`config.mk`:
```
export PLATFORM = sky130hd
export DESIGN_NAME = echo_acq_gate
export DESIGN_NICKNAME = d
export VERILOG_FILES = /design/src/rtl/echo_acq_pkg.sv /design/src/rtl/echo_fifo.sv /design/src/rtl/echo_acq_gate.sv
export SDC_FILE = /design/constraint.sdc
export NUM_CORES = 1
export LEC_CHECK = 0
export CORE_MARGIN = 3
export CORE_UTILIZATION = 64
export CTS_CLUSTER_SIZE = 16
export DETAILED_ROUTE_END_ITERATION = 6
export HOLD_SLACK_MARGIN = 0.03
export PLACE_DENSITY = 0.89
export SYNTH_ARGS = -nofsm -noshare
export SYNTH_HDL_FRONTEND = slang
export SYNTH_SLANG_ARGS = --single-unit
```
`constraint.sdc`:
```
create_clock -name clk -period 6.1 [get_ports clk]
set_clock_uncertainty 0.1 [all_clocks]
set_input_delay 0.61 -clock clk [delete_from_list [all_inputs] [get_ports clk]]
set_output_delay 0.61 -clock clk [all_outputs]
set_load 0.05 [all_outputs]
```
`src/rtl/echo_acq_pkg.sv`:
```
// -----------------------------------------------------------------------------
// echo_acq_pkg
// Shared definitions for the echo acquisition gate:
//   - acquisition FSM state type
//   - default ADC sample width
//   - field layout of the 32-bit output stream word
//   - bit positions inside the sticky error vector
// -----------------------------------------------------------------------------
package echo_acq_pkg;

    // Default ADC sample width.
    localparam int unsigned DATA_W_DEF    = 16;

    // Output stream word: {echo_idx[15:0], sample[15:0]}.
    localparam int unsigned TDATA_W       = 32;
    localparam int unsigned TD_SAMPLE_LSB = 0;
    localparam int unsigned TD_SAMPLE_W   = 16;
    localparam int unsigned TD_IDX_LSB    = 16;
    localparam int unsigned TD_IDX_W      = 16;

    // Sticky error flags, err = {overlap, overflow}.
    localparam int unsigned ERR_W         = 2;
    localparam int unsigned ERR_OVERFLOW  = 0;
    localparam int unsigned ERR_OVERLAP   = 1;

    typedef enum logic [2:0] {
        ST_IDLE,
        ST_WAIT_PULSE,
        ST_BLANK,
        ST_ACQ,
        ST_DONE
    } acq_state_t;

endpackage

```
`src/rtl/echo_fifo.sv`:
```
// -----------------------------------------------------------------------------
// echo_fifo
// Single-clock first-word-fall-through FIFO. The head entry is presented on
// o_rd_data whenever o_empty=0 and is consumed by i_rd_en. Writes while full
// and reads while empty are ignored. o_rd_data reads as zero when empty so
// downstream data is clean after reset.
//
// Parameters
//   DEPTH      number of entries (power of two, >= 4)
//   WIDTH      entry width in bits
// Ports
//   i_clk      clock, posedge
//   i_rst_n    asynchronous active-low reset (empties the FIFO)
//   i_wr_en    write request
//   i_wr_data  write data
//   i_rd_en    read (pop) request
//   o_rd_data  head entry (FWFT)
//   o_full     FIFO holds DEPTH entries
//   o_empty    FIFO holds no entries
// -----------------------------------------------------------------------------
module echo_fifo #(
    parameter int unsigned DEPTH = 16,
    parameter int unsigned WIDTH = 33
) (
    input  logic             i_clk,
    input  logic             i_rst_n,
    input  logic             i_wr_en,
    input  logic [WIDTH-1:0] i_wr_data,
    input  logic             i_rd_en,
    output logic [WIDTH-1:0] o_rd_data,
    output logic             o_full,
    output logic             o_empty
);

    localparam int unsigned AW = $clog2(DEPTH);
    localparam logic [AW:0] FULL_CNT = (AW+1)'(DEPTH);

    logic [WIDTH-1:0] r_mem [DEPTH];
    logic [AW-1:0]    r_wr_ptr;
    logic [AW-1:0]    r_rd_ptr;
    logic [AW:0]      r_count;

    logic w_wr;
    logic w_rd;

    assign w_wr    = i_wr_en && !o_full;
    assign w_rd    = i_rd_en && !o_empty;
    assign o_full  = (r_count == FULL_CNT);
    assign o_empty = (r_count == '0);

    assign o_rd_data = o_empty ? '0 : r_mem[r_rd_ptr];

    // Storage has no reset; validity is tracked solely by r_count.
    always_ff @(posedge i_clk) begin
        if (w_wr) begin
            r_mem[r_wr_ptr] <= i_wr_data;
        end
    end

    always_ff @(posedge i_clk or negedge i_rst_n) begin
        if (!i_rst_n) begin
            r_wr_ptr <= '0;
            r_rd_ptr <= '0;
            r_count  <= '0;
        end else begin
            if (w_wr) begin
                r_wr_ptr <= r_wr_ptr + AW'(1);
            end
            if (w_rd) begin
                r_rd_ptr <= r_rd_ptr + AW'(1);
            end
            case ({w_wr, w_rd})
                2'b10:   r_count <= r_count + (AW+1)'(1);
                2'b01:   r_count <= r_count - (AW+1)'(1);
                default: r_count <= r_count;
            endcase
        end
    end

endmodule

```
`src/rtl/echo_acq_gate.sv`:
```
// -----------------------------------------------------------------------------
// echo_acq_gate
// Gates ADC samples into per-echo windows of a CPMG pulse train. After an arm
// strobe the first pulse end (excitation) is skipped; every later pulse end
// starts a blanking interval followed by a window of win_len accepted samples.
// Samples leave through an AXI-Stream style FWFT FIFO tagged with the echo
// index; the last sample of each window carries m_tlast.
//
// Optional feature (macro ACQ_ECHO_SUM_EN): per-echo signed sum of every
// accepted window sample on sum_data/sum_valid. Without the macro both are
// tied to zero.
//
// Parameters
//   FIFO_DEPTH     output FIFO depth (power of two, >= 4)
//   DATA_W         ADC sample width (<= 32)
// Ports
//   clk            clock, posedge
//   rst            asynchronous active-low reset
//   pulse_data     transmit amplitude; non-zero = pulse on
//   adc_data       signed receiver sample
//   adc_valid      adc_data valid
//   arm            start strobe, latches blank_cycles/win_len/num_echoes
//   blank_cycles   ring-down blanking length in clocks
//   win_len        samples per echo (0 treated as 1)
//   num_echoes     echoes per train
//   m_tdata        {echo_idx, sign-extended sample}
//   m_tvalid       stream valid
//   m_tready       stream ready
//   m_tlast        last sample of an echo window
//   busy           train in progress
//   done           one-cycle train-complete pulse
//   err            sticky {overlap, overflow}
//   sum_data       per-echo sample sum
//   sum_valid      one-cycle sum strobe
// -----------------------------------------------------------------------------
module echo_acq_gate
    import echo_acq_pkg::*;
#(
    parameter int unsigned FIFO_DEPTH = 16,
    parameter int unsigned DATA_W     = DATA_W_DEF
) (
    input  logic                     clk,
    input  logic                     rst,
    input  logic [15:0]              pulse_data,
    input  logic signed [DATA_W-1:0] adc_data,
    input  logic                     adc_valid,
    input  logic                     arm,
    input  logic [15:0]              blank_cycles,
    input  logic [15:0]              win_len,
    input  logic [15:0]              num_echoes,
    output logic [TDATA_W-1:0]       m_tdata,
    output logic                     m_tvalid,
    input  logic                     m_tready,
    output logic                     m_tlast,
    output logic                     busy,
    output logic                     done,
    output logic [ERR_W-1:0]         err,
    output logic [31:0]              sum_data,
    output logic                     sum_valid
);

    localparam int unsigned FIFO_W = TDATA_W + 1;

    acq_state_t        r_state;
    acq_state_t        w_state_nxt;

    logic [15:0]       r_pulse_prev;
    logic [15:0]       r_blank_len;
    logic [15:0]       r_win_len;
    logic [15:0]       r_num;
    logic [15:0]       r_echo_idx;
    logic [15:0]       r_blank_cnt;
    logic [15:0]       r_samp_cnt;
    logic              r_skip;
    logic              r_busy;
    logic              r_done;
    logic [ERR_W-1:0]  r_err;
    logic              r_wr_en;
    logic [FIFO_W-1:0] r_wr_word;

    logic              w_pulse_end;
    logic              w_arm_acc;
    logic              w_skip_clr;
    logic              w_blank_start;
    logic              w_acq_start;
    logic              w_accept;
    logic              w_last;
    logic              w_overlap;
    logic [TD_SAMPLE_W-1:0] w_sample16;
    logic [FIFO_W-1:0] w_wr_word;
    logic [FIFO_W-1:0] w_rd_word;
    logic              w_full;
    logic              w_empty;

    // Falling edge of the transmit envelope.
    assign w_pulse_end = (pulse_data == '0) && (r_pulse_prev != '0);

    // Signed size cast: sign-extends narrow samples, truncates wide ones.
    assign w_sample16 = TD_SAMPLE_W'(adc_data);

    // -------------------------------------------------------------------------
    // FSM: state register
    // -------------------------------------------------------------------------
    always_ff @(posedge clk or negedge rst) begin
        if (!rst) begin
            r_state <= ST_IDLE;
        end else begin
            r_state <= w_state_nxt;
        end
    end

    // -------------------------------------------------------------------------
    // FSM: next state and datapath strobes
    // -------------------------------------------------------------------------
    always_comb begin
        w_state_nxt   = r_state;
        w_arm_acc     = 1'b0;
        w_skip_clr    = 1'b0;
        w_blank_start = 1'b0;
        w_acq_start   = 1'b0;
        w_accept      = 1'b0;
        w_last        = 1'b0;
        w_overlap     = 1'b0;
        case (r_state)
            ST_IDLE: begin
                if (arm) begin
                    w_arm_acc   = 1'b1;
                    w_state_nxt = (num_echoes == '0) ? ST_DONE : ST_WAIT_PULSE;
                end
            end
            ST_WAIT_PULSE: begin
                if (w_pulse_end) begin
                    if (r_skip) begin
                        // Excitation pulse: consume it, keep waiting.
                        w_skip_clr = 1'b1;
                    end else if (r_blank_len == '0) begin
                        w_acq_start = 1'b1;
                        w_state_nxt = ST_ACQ;
                    end else begin
                        w_blank_start = 1'b1;
                        w_state_nxt   = ST_BLANK;
                    end
                end
            end
            ST_BLANK: begin
                w_overlap = w_pulse_end;
                if (r_blank_cnt == '0) begin
                    w_acq_start = 1'b1;
                    w_state_nxt = ST_ACQ;
                end
            end
            ST_ACQ: begin
                w_overlap = w_pulse_end;
                if (adc_valid) begin
                    w_accept = 1'b1;
                    if (r_samp_cnt == r_win_len - 16'd1) begin
                        w_last      = 1'b1;
                        w_state_nxt = (r_echo_idx + 16'd1 == r_num) ? ST_DONE
                                                                    : ST_WAIT_PULSE;
                    end
                end
            end
            ST_DONE: begin
                w_state_nxt = ST_IDLE;
            end
            default: begin
                w_state_nxt = ST_IDLE;
            end
        endcase
    end

    always_comb begin
        w_wr_word = '0;
        w_wr_word[TDATA_W]                      = w_last;
        w_wr_word[TD_IDX_LSB +: TD_IDX_W]       = r_echo_idx;
        w_wr_word[TD_SAMPLE_LSB +: TD_SAMPLE_W] = w_sample16;
    end

    // -------------------------------------------------------------------------
    // Datapath registers
    // -------------------------------------------------------------------------
    always_ff @(posedge clk or negedge rst) begin
        if (!rst) begin
            r_pulse_prev <= '0;
            r_blank_len  <= '0;
            r_win_len    <= 16'd1;
            r_num        <= '0;
            r_echo_idx   <= '0;
            r_blank_cnt  <= '0;
            r_samp_cnt   <= '0;
            r_skip       <= 1'b0;
            r_busy       <= 1'b0;
            r_done       <= 1'b0;
            r_err        <= '0;
            r_wr_en      <= 1'b0;
            r_wr_word    <= '0;
        end else begin
            r_pulse_prev <= pulse_data;
            // done and the busy drop both follow the single DONE cycle.
            r_done       <= (r_state == ST_DONE);

            if (w_arm_acc) begin
                r_blank_len <= blank_cycles;
                r_win_len   <= (win_len == '0) ? 16'd1 : win_len;
                r_num       <= num_echoes;
                r_echo_idx  <= '0;
                r_skip      <= 1'b1;
                r_busy      <= 1'b1;
            end else begin
                if (r_state == ST_DONE) begin
                    r_busy <= 1'b0;
                end
                if (w_skip_clr) begin
                    r_skip <= 1'b0;
                end
                if (w_last) begin
                    r_echo_idx <= r_echo_idx + 16'd1;
                end
            end

            if (w_blank_start) begin
                r_blank_cnt <= r_blank_len - 16'd1;
            end else if (r_state == ST_BLANK && r_blank_cnt != '0) begin
                r_blank_cnt <= r_blank_cnt - 16'd1;
            end

            if (w_acq_start) begin
                r_samp_cnt <= '0;
            end else if (w_accept) begin
                r_samp_cnt <= r_samp_cnt + 16'd1;
            end

            // One register stage before the FIFO gives the accept-to-valid
            // latency of two edges; the full check happens at the write.
            r_wr_en   <= w_accept;
            r_wr_word <= w_wr_word;

            if (w_arm_acc) begin
                r_err <= '0;
            end else begin
                if (w_overlap) begin
                    r_err[ERR_OVERLAP] <= 1'b1;
                end
                if (r_wr_en && w_full) begin
                    r_err[ERR_OVERFLOW] <= 1'b1;
                end
            end
        end
    end

    // -------------------------------------------------------------------------
    // Output FIFO
    // -------------------------------------------------------------------------
    echo_fifo #(
        .DEPTH (FIFO_DEPTH),
        .WIDTH (FIFO_W)
    ) u_fifo (
        .i_clk     (clk),
        .i_rst_n   (rst),
        .i_wr_en   (r_wr_en),
        .i_wr_data (r_wr_word),
        .i_rd_en   (m_tready),
        .o_rd_data (w_rd_word),
        .o_full    (w_full),
        .o_empty   (w_empty)
    );

    assign m_tdata  = w_rd_word[TDATA_W-1:0];
    assign m_tlast  = w_rd_word[TDATA_W];
    assign m_tvalid = !w_empty;
    assign busy     = r_busy;
    assign done     = r_done;
    assign err      = r_err;

    // -------------------------------------------------------------------------
    // Optional per-echo sum
    // -------------------------------------------------------------------------
`ifdef ACQ_ECHO_SUM_EN
    logic signed [31:0] r_acc;
    logic signed [31:0] r_sum;
    logic               r_sum_valid;
    logic signed [31:0] w_sample_ext;

    assign w_sample_ext = 32'(adc_data);

    always_ff @(posedge clk or negedge rst) begin
        if (!rst) begin
            r_acc       <= '0;
            r_sum       <= '0;
            r_sum_valid <= 1'b0;
        end else begin
            r_sum_valid <= 1'b0;
            if (w_acq_start) begin
                r_acc <= '0;
            end else if (w_accept) begin
                r_acc <= r_acc + w_sample_ext;
                if (w_last) begin
                    r_sum       <= r_acc + w_sample_ext;
                    r_sum_valid <= 1'b1;
                end
            end
        end
    end

    assign sum_data  = r_sum;
    assign sum_valid = r_sum_valid;
`else
    assign sum_data  = '0;
    assign sum_valid = 1'b0;
`endif

endmodule

```
==> impl_metrics.py <==
metrics = {
    "logic_synthesis": {
        "syn-instance-count": 1603,
        "yosysUniqueCellTypes": 77,
        "synthesis.area_um2": 28600,
        "synthesis.yosys.warnings": 0,
        "synth-seq-area-share_pct": 70.1,
        "async_flop_share_pct": 24.0,
        "synth-seq-cells": 695,
        "syn-mean-instance-area_um2": 17.8,
        "synth_flop_cell": "sky130_fd_sc_hd__edfxtp_1",
        "number_of_enable_type_register_cells_in_the_synthesized_netlist": 528,
    },
    "route": {
        "drt_first_pass_iters": 6,
        "drc": 0,
        "totalWireLength_um": 71900,
        "ant_nets": 0,
        "initial_detailed_routing_violation_count": 1954,
        "wire_per_inst_um": 30.1,
        "route.detailed.vias_per_inst": 6.72,
        "via_count": 16000,
    },
    "cts": {
        "cts.sink_count": 695,
        "cts_tree": "yes",
        "clkTransAtPathRegs_ns": 0.07,
        "cts-root-to-sink-buffers": 3,
        "worst_skew_pair.late_latency_ns": 0.61,
        "root_buffer_cell": "sky130_fd_sc_hd__clkbuf_16",
        "postCtsResizedCells": 0,
        "htreeDepth": 3,
        "cts-hold-fix-buffers": 1,
        "numCtsBuffers": 68,
        "post-cts-setup-buffers": 0,
    },
    "job": {
        "maxCapViolCount": 0,
    },
    "worst_hold_path": {
        "hold_class": "in2reg",
        "hold_path_depth": 1,
    },
    "floorplan": {
        "placementRows": 76,
        "chipHeight_um": 217,
        "core-area_um2": 43600,
        "io-pin-count": 156,
        "initial_core_util_pct": 65.5,
        "die_area_um2": 47300,
        "chipWidth_um": 217,
    },
    "sta": {
        "min_period_ns": 4.88,
        "max_clock_freq_mhz": 205,
        "worst-slew-pin-transition_ns": 1.20,
        "setup_repair_after_global_routing_missed_its_margin": "false",
        "setup_viol": 0,
        "maxSlewViolCount": 0,
        "final_hold_viol_count": 0,
        "setup_slack_ns": 1.22,
        "timing.slew.headroom_pct": 19.9,
        "setup_total_negative_slack_ns": 0,
        "period_share_pct": 80.1,
    },
    "placed_design": {
        "post-place-ws_ns": 1.84,
        "dpl.cell_count": 2261,
        "portBuffers": 122,
        "detailed_place_hpwl_um": 39300,
        "gp_congestion": 0.836,
        "postPlaceCellArea_um2": 30500,
    },
    "worst_setup_path": {
        "crit_slowest_cell": "sky130_fd_sc_hd__dfrtp_4",
        "cp_slowest_stage_delay_ns": 0.91,
        "timing.critical_path.arrival_ns": 4.17,
        "worst-path-max-fanout": 38,
        "timing.critical_path.required_ns": 5.39,
        "worstRegToRegCells": 12,
        "setup.worst_path.start_class": "flip-flop",
        "crit_type": "reg2out",
        "worst_path_most_repeated_cell": "sky130_fd_sc_hd__mux4_2",
        "path_cells": "buf_4, mux4_2, mux4_2, and2_1, clkdlybuf4s50_1",
        "cp-end-kind": "output pin",
    },
    "cells_and_area": {
        "n_antenna_cell": 0,
        "postLayoutCellArea_um2": 32900,
        "leading_cell_types_in_the_layout_fill_and_taps_excluded": "sky130_fd_sc_hd__edfxtp_1, sky130_fd_sc_hd__mux4_2, sky130_fd_sc_hd__dfrtp_1",
        "multiInputGateArea_um2": 8130,
        "sequential_cell_area_um2": 20000,
        "fillerInstances": 2273,
        "final_common_cell": "sky130_fd_sc_hd__edfxtp_1",
        "final_non_filler_cells": 2387,
        "final_layout_size_suffix_gt1_share_pct": 22.3,
        "area.growth.synth_to_final_pct": 14.9,
        "design.final.nets": 1846,
    },
    "grt": {
        "globalRouteOverflowTotal": 0,
        "grt_pass1_wl_um": 107000,
        "first_global_vias": 16600,
        "grt_antenna_before_repair": 2,
        "grt_use_total_pct": 31.2,
        "largest_net_degree_at_the_start_of_global_routing": 78,
    },
    "power": {
        "pwr_density_cell_nw_per_um2": 501,
        "vdd.ir_drop.worst_mv": 0.440,
        "total_leakage_power_nw": 11.4,
    },
    "run_status": {
        "status": "finished clean",
    },
}
-- cell families after synthesis --
kind of cell             after synthesis  synth area share [%]
multiplexers                         224                  15.3
adder cells (fa/ha/maj)               14                 0.639
flip-flops                           695                  70.1
buffers and inverters                138                  2.32
other                                  1                0.0131
AND/OR/NAND/NOR                      335                  6.42
AO/OA/AOI/OAI                        113                  2.73
XOR/XNOR                              83                  2.54
-- critical path, delay by kind of cell (launching register included) --
family	cells	cell delay, ns
flops	1	0.91
simple gates	1	0.19
buf+inv	2	1.31
mux	2	1.11
-- worst paths after layout --
path | startpoint | to | slack [ns]
max in group asynchronous | rst | u_fifo.r_rd_ptr[0] | 4.13
max reg2reg | u_fifo.r_count[1] | u_fifo.r_count[4] | 2.22
min in group asynchronous | rst | r_blank_cnt[9] | 0.48
min reg2reg | r_echo_idx[12] | r_wr_word[28] | 0.34
min | adc_data[2] | r_wr_word[2] | 0.34
max | u_fifo.r_rd_ptr[0] | m_tdata[7] | 1.22
-- area by class of cell --
cell class | instances | share of cell area [%]
clock buffer | 83 | 5.53
clock inverter | 42 | 1.75
inverter | 31 | 0.354
multi-input combinational | 802 | 24.7
sequential | 695 | 61.0
tap | 585 | 2.23
timing repair buffer | 149 | 4.42
-- synthesized netlist by cell type, drive strengths merged, types with 3 or more instances --
cell	count	area [µm²]
a211oi	4	30.0
a21boi	5	37.5
a21o	8	61.3
a21oi	19	95.1
a31oi	5	46.3
a41oi	3	26.3
and2	38	238
and3	4	25.0
and4	4	35.0
buf	56	357
clkbuf	51	191
dfrtp	166	4150
edfxtp	528	15900
ha	13	163
inv	30	113
mux2	48	541
mux2i	11	110
mux4	165	3720
nand2	49	184
nand2b	11	68.8
nand3	17	85.1
nand3b	4	30.0
nand4	13	87.6
nor2	88	333
nor2b	6	37.5
nor3	31	186
nor3b	3	22.5
nor4	32	213
nor4b	5	43.8
o2111ai	3	26.3
o211ai	4	30.0
o21ai	42	248
o21bai	3	22.5
o41ai	3	26.3
or2	5	33.8
or3	8	50.1
or4	11	86.3
xnor2	40	350
xor2	43	377
-- metal layers --
layer  global-route usage [%]  vias to the layer above  wire length [µm]
li1                         -                     6506                 -
met1                     40.2                     8315             25400
met2                     52.5                     1001             37100
met3                     6.07                      221              6090
met4                     13.5                        4              3210
met5                        0                        -                34
-- registers in the layout (all words and copies together), names as in the netlist --
register	cells
u_fifo.r_mem	528
r_wr_word	33
r_blank_cnt	16
r_blank_len	16
r_echo_idx	16
r_num	16
r_pulse_prev	16
r_samp_cnt	16
r_win_len	16
u_fifo.r_count	5
u_fifo.r_rd_ptr	4
u_fifo.r_wr_ptr	4
r_state	3
err	2
busy	1
done	1
r_skip	1
r_wr_en	1
-- report_power, final --
part | internal [W] | total, W | switching, W
logic | 0.00231 | 0.00527 | 0.00296
clock network | 0.00266 | 0.00451 | 0.00185
registers | 0.00587 | 0.00669 | 0.000825
total | 0.0108 | 0.0165 | 0.00563
-- stage by stage --
stage	util, %	total power [W]	hold slack (ns)
6_report	75.3	0.0165	0.335
3_5_place_dp	69.8	0.0119	0.325
3_3_place_gp	69.8	0.0116	0.321
2_1_floorplan	-	0.0102	0.214
5_1_grt	75.3	0.0170	0.318
4_1_cts	75.3	0.0165	0.294
Note: power is estimated with default switching activity, not from simulation.
